[config.mk]
export PLATFORM = sky130hd
export DESIGN_NAME = uart_tx
export DESIGN_NICKNAME = d
export VERILOG_FILES = /design/src/rtl/uart_tx.sv
export SDC_FILE = /design/constraint.sdc
export NUM_CORES = 1
export LEC_CHECK = 0
export ABC_AREA = 1
export BUFFER_PORTS_ARGS = -buffer_cell sky130_fd_sc_hd__buf_2
export CAP_MARGIN = 20
export CORE_UTILIZATION = 58
export DETAILED_ROUTE_END_ITERATION = 10
export PLACE_DENSITY = 0.79
export SYNTH_ARGS = -nofsm -noshare
export SYNTH_HDL_FRONTEND = slang
export SYNTH_SLANG_ARGS = --single-unit
[constraint.sdc]
create_clock -name clk -period 2.2 [get_ports clk]
set_input_delay 0.11 -clock clk [delete_from_list [all_inputs] [get_ports clk]]
set_output_delay 0.11 -clock clk [all_outputs]
set_load 0.05 [all_outputs]
[src/rtl/uart_tx.sv]
// UART transmitter: start bit, DBIT data bits LSB first, stop period of SB_TICK ticks,
// paced by a shared 16x baud tick, with a one-deep holding register for back-to-back frames.
module uart_tx #(
  parameter int DBIT    = 8,
  parameter int SB_TICK = 16
) (
  input  logic       clk,
  input  logic       reset,
  input  logic       s_tick,
  input  logic       tx_start,
  input  logic [7:0] din,
  output logic       tx_ready,
  output logic       tx_busy,
  output logic       tx_done_tick,
  output logic       tx
);

  localparam int SW = $clog2((SB_TICK > 16) ? SB_TICK : 16);
  localparam int NW = $clog2(DBIT);
  localparam logic [SW-1:0] S_BIT_LAST  = SW'(15);
  localparam logic [SW-1:0] S_STOP_LAST = SW'(SB_TICK - 1);
  localparam logic [NW-1:0] N_LAST      = NW'(DBIT - 1);

  typedef enum logic [1:0] {ST_IDLE, ST_START, ST_DATA, ST_STOP} state_t;

  state_t          r_state, w_state_nxt;
  logic [SW-1:0]   r_s, w_s_nxt;
  logic [NW-1:0]   r_n, w_n_nxt;
  logic [DBIT-1:0] r_b, w_b_nxt;
  logic [DBIT-1:0] r_hold;
  logic            r_hold_vld;
  logic            r_tx, w_tx_nxt;
  logic            w_accept;
  logic            w_load;
  logic            w_done;

  // A request is taken only into an empty holding register, even on a drain cycle.
  assign w_accept = tx_start & ~r_hold_vld;

  always_ff @(posedge clk or negedge reset) begin
    if (!reset) begin
      r_hold_vld <= 1'b0;
      r_hold     <= '0;
    end else if (w_accept) begin
      r_hold_vld <= 1'b1;
      r_hold     <= din[DBIT-1:0];
    end else if (w_load) begin
      r_hold_vld <= 1'b0;
    end
  end

  always_ff @(posedge clk or negedge reset) begin
    if (!reset) begin
      r_state <= ST_IDLE;
      r_s     <= '0;
      r_n     <= '0;
      r_b     <= '0;
      r_tx    <= 1'b1;
    end else begin
      r_state <= w_state_nxt;
      r_s     <= w_s_nxt;
      r_n     <= w_n_nxt;
      r_b     <= w_b_nxt;
      r_tx    <= w_tx_nxt;
    end
  end

  always_comb begin
    w_state_nxt = r_state;
    w_s_nxt     = r_s;
    w_n_nxt     = r_n;
    w_b_nxt     = r_b;
    w_load      = 1'b0;
    w_done      = 1'b0;
    case (r_state)
      ST_IDLE: begin
        if (r_hold_vld) begin
          w_load      = 1'b1;
          w_b_nxt     = r_hold;
          w_s_nxt     = '0;
          w_state_nxt = ST_START;
        end
      end
      ST_START: begin
        if (s_tick) begin
          if (r_s == S_BIT_LAST) begin
            w_s_nxt     = '0;
            w_n_nxt     = '0;
            w_state_nxt = ST_DATA;
          end else begin
            w_s_nxt = r_s + 1'b1;
          end
        end
      end
      ST_DATA: begin
        if (s_tick) begin
          if (r_s == S_BIT_LAST) begin
            w_s_nxt = '0;
            w_b_nxt = r_b >> 1;
            if (r_n == N_LAST) w_state_nxt = ST_STOP;
            else               w_n_nxt     = r_n + 1'b1;
          end else begin
            w_s_nxt = r_s + 1'b1;
          end
        end
      end
      ST_STOP: begin
        if (s_tick) begin
          if (r_s == S_STOP_LAST) begin
            w_done = 1'b1;
            // Chain straight into the next start bit when a byte is already waiting.
            if (r_hold_vld) begin
              w_load      = 1'b1;
              w_b_nxt     = r_hold;
              w_s_nxt     = '0;
              w_state_nxt = ST_START;
            end else begin
              w_state_nxt = ST_IDLE;
            end
          end else begin
            w_s_nxt = r_s + 1'b1;
          end
        end
      end
      default: w_state_nxt = ST_IDLE;
    endcase

    // Line level follows the next state so it changes on the same edge as the state.
    w_tx_nxt = 1'b1;
    case (w_state_nxt)
      ST_START: w_tx_nxt = 1'b0;
      ST_DATA:  w_tx_nxt = w_b_nxt[0];
      default:  w_tx_nxt = 1'b1;
    endcase
  end

  assign tx           = r_tx;
  assign tx_ready     = ~r_hold_vld;
  assign tx_busy      = (r_state != ST_IDLE);
  assign tx_done_tick = w_done;

endmodule
==> results.md <==
* Final setup vio count at 0
* Worst vdd ir at 773 uV
* Post-synthesis sequential area ratio at 43.5%
* First-pass GRT wire length at 5130 um
* Clock Sinks at 27
* Clk pwr share at around 10%
* CP arrival at between 2 and 2.5 ns
* Skew-Pair Late Insertion Delay at about 0.32 ns
* Pin count of the biggest net entering global routing at 28
* Rows at 18
* Final nets at ~230
* GR Layer Usage met2 at between 40% and 50%
* Port Buffers at 15
* Hold slack at between 0.015 and 0.02 ns
* Synth Register Bits at 27
* Worst slew pin tran at roughly 0.6 ns
* Total Power at 2.08 mW
* Clk slew on worst S/H paths at around 0.14 ns
* Tcrit/Tclk final at approximately 83%
* WL/cell at approximately 13 um
* Antenna violations before repair at 0
* Total gr overflow at 0
* Diode count at 0
* Post-placement cell count at about 230
* Final Hold Vio Count at 0
* Internal power at 1.15 mW
* CTS Buffer Depth at 2
* Detailed Route WL at a little over 3000 um
* Initial core utilization at 62.3%
* Detailed-route DRC error count at 0
* Worst setup path class: register to register
* CTS Buf Count at 3
* Sum Neg Setup Slack at 0 ns
* Post-synthesis cell area at 1560 um2
* # fillers at about 190
* Post-DP Area at 1660 um2
* Fmax at between 500 and 600 MHz
* Yosys warnings at 0
* Root Buffer: clkbuf_4
* Net Count, Synth at between 200 and 250
* CP max FO at 5
* CP required at 2.42 ns
* Routed vias at 1290
* Hold Startpoint: din[5]
* Sequential share of power at 41.3%
* PwrDens at about 1200 nW/um2
* Post-Syn Instances at about 180
* Pre-CTS setup slack at just over 0.4 ns
* Synth unique cells at 24
* Status: finished, final reports clean
* Max Cap Viol at 0
* Reg-to-Reg Start: r_state[0]
* Sw power at slightly above 900 uW
* Core region area at approximately 2500 um2
* Startpoint types: register
* Top-level I/O count at 16
* M3 GR Usage at under 10%
* Die height at 53.8 um
* H-tree Lvls at 1
* Die extent in x at about 54 um
* Area growth syn-to-layout at 11.3%
* Global-route usage over all layers at about 25%
* RSZ-0062 raised after global routing: false
* Finished Layout Cells at between 200 and 250
* Post-Syn Area per Cell at between 8 and 9 um2
* Logic pwr share at between 40% and 50%
* Fin area at around 1700 um2
* Layout cells sized above 1 at between 10% and 20%
* Drt pass-1 iters at 5
* Leak pwr at 0.841 nW
* Sw Ratio at between 40% and 50%
* Critical Path Sink Type: register
* Post-route setup slack at 0.383 ns
* Worst rel slew slack at about three fifths
* HP Class: primary input to register
* DIE AREA at a little under 3000 um2
* Vias in the first global route at around 1200
* Final Util at approximately 69%
* GRT busiest layer: met2
* Min cycle time layout at 1.82 ns
* Number of routed nets with antenna violations at 0
* M1 GR Usage at about a third
* Post-DP HPWL at around 2400 um
* Final Slew Violations at 0
* Critical path origin: r_state[0]
* DRT iter0 DRCs at 44
* Vias per cell at between 5 and 6
* CTS tree: done
* GPL Wtd Cong at approximately 0.94
* Fin Clk Skew at between 0.003 and 0.004 ns
==> worst max-delay path: stages (launching register included) <==
cell	delay, ns
dfrtp_1	0.44
inv_1	0.11
ha_1	0.33
o21ai_0	0.41
nand2_1	0.14
nor2_1	0.11
inv_1	0.05
nand2_1	0.05
o21ai_0	0.07
==> cells by family after synthesis <==
family,share of synthesized area [%]
mux,5.71
simple gates,24.9
flops,43.5
buf+inv,7.88
compound gates,11.6
fa+ha+maj,6.43
==> cells in the mapped netlist, drive strengths merged <==
| cell | number | area (um2) |
|---|---|---|
| nand2 | 35 | 163 |
| nor2 | 28 | 133 |
| dfrtp | 26 | 651 |
| inv | 25 | 98.9 |
| nand3 | 15 | 80.1 |
| o21ai | 11 | 55.1 |
| ha | 8 | 100 |
| a31oi | 7 | 43.8 |
| mux2 | 7 | 78.8 |
| o22ai | 6 | 37.5 |
| a21oi | 5 | 36.3 |
| buf | 4 | 20.0 |
| nand4 | 2 | 12.5 |
| clkinv | 1 | 3.75 |
| dfstp | 1 | 26.3 |
| mux2i | 1 | 10.0 |
| o31ai | 1 | 7.51 |
==> placed cells by master, fill, tap and decap left out, drive strengths merged <==
master / synthesis / layout
mux2i: 1 / 1
dlygate4sd3: 0 / 5
o22ai: 6 / 6
clkbuf: 0 / 4
nand3: 15 / 15
mux2: 7 / 7
nand4: 2 / 2
a31oi: 7 / 7
o21ai: 11 / 11
nand2: 35 / 35
inv: 25 / 25
buf: 4 / 16
o31ai: 1 / 1
dfrtp: 26 / 26
clkinv: 1 / 1
nor2: 28 / 28
dfstp: 1 / 1
ha: 8 / 8
a21oi: 5 / 5
==> path summary, 6_finish.rpt <==
path                        endpoint  slack, ns  depth (start not counted)
setup / recovery              r_s[1]       0.38                          8
hold reg to reg               r_n[0]       0.51                          1
min in group asynchronous     r_b[2]       0.30                          2
hold / removal             r_hold[5]       0.02                          2
setup reg to reg              r_s[1]       0.38                          8
max in group asynchronous  r_hold[2]       1.52                          2
==> state kept, by name, indices dropped and copies added, names as in the netlist <==
register / cells
r_b: 8
r_hold: 8
r_hold_vld: 1
r_n: 3
r_s: 4
r_state: 2
tx: 1
==> cell type report <==
| type | instances | area, um2 | area share [%] |
|---|---|---|---|
| timing repair buffer | 21 | 133 | 7.65 |
| clock buffer | 4 | 26.3 | 1.52 |
| sequential | 27 | 677 | 39.1 |
| inverter | 26 | 103 | 5.92 |
| tap | 30 | 37.5 | 2.17 |
| multi-input combinational | 126 | 757 | 43.7 |
==> power by group through the flow <==
stage,Sequential (mW),Combinational (mW),Clock (mW)
after floorplan,0.822,0.808,0
after global placement,0.851,0.959,0
after detailed placement,0.868,0.995,0
after CTS,0.855,1.00,0.219
after global routing,0.880,1.12,0.238
final,0.859,1.01,0.211
==> routing by layer <==
metal / part of all wire, % / wire [um] / up-vias
met5: 0 / 0 / -
met4: 1.6 / 48 / 0
met3: 4.5 / 136 / 8
met2: 47 / 1440 / 38
met1: 47 / 1430 / 603
li1: - / - / 641
==> repair_timing <==
item	4_1_cts	5_1_grt
endpoints found under the hold margin	27	3
resized for setup	0	0
hold buffers	2	3
setup buffers	0	0
Note: power is estimated with default switching activity, not from simulation.
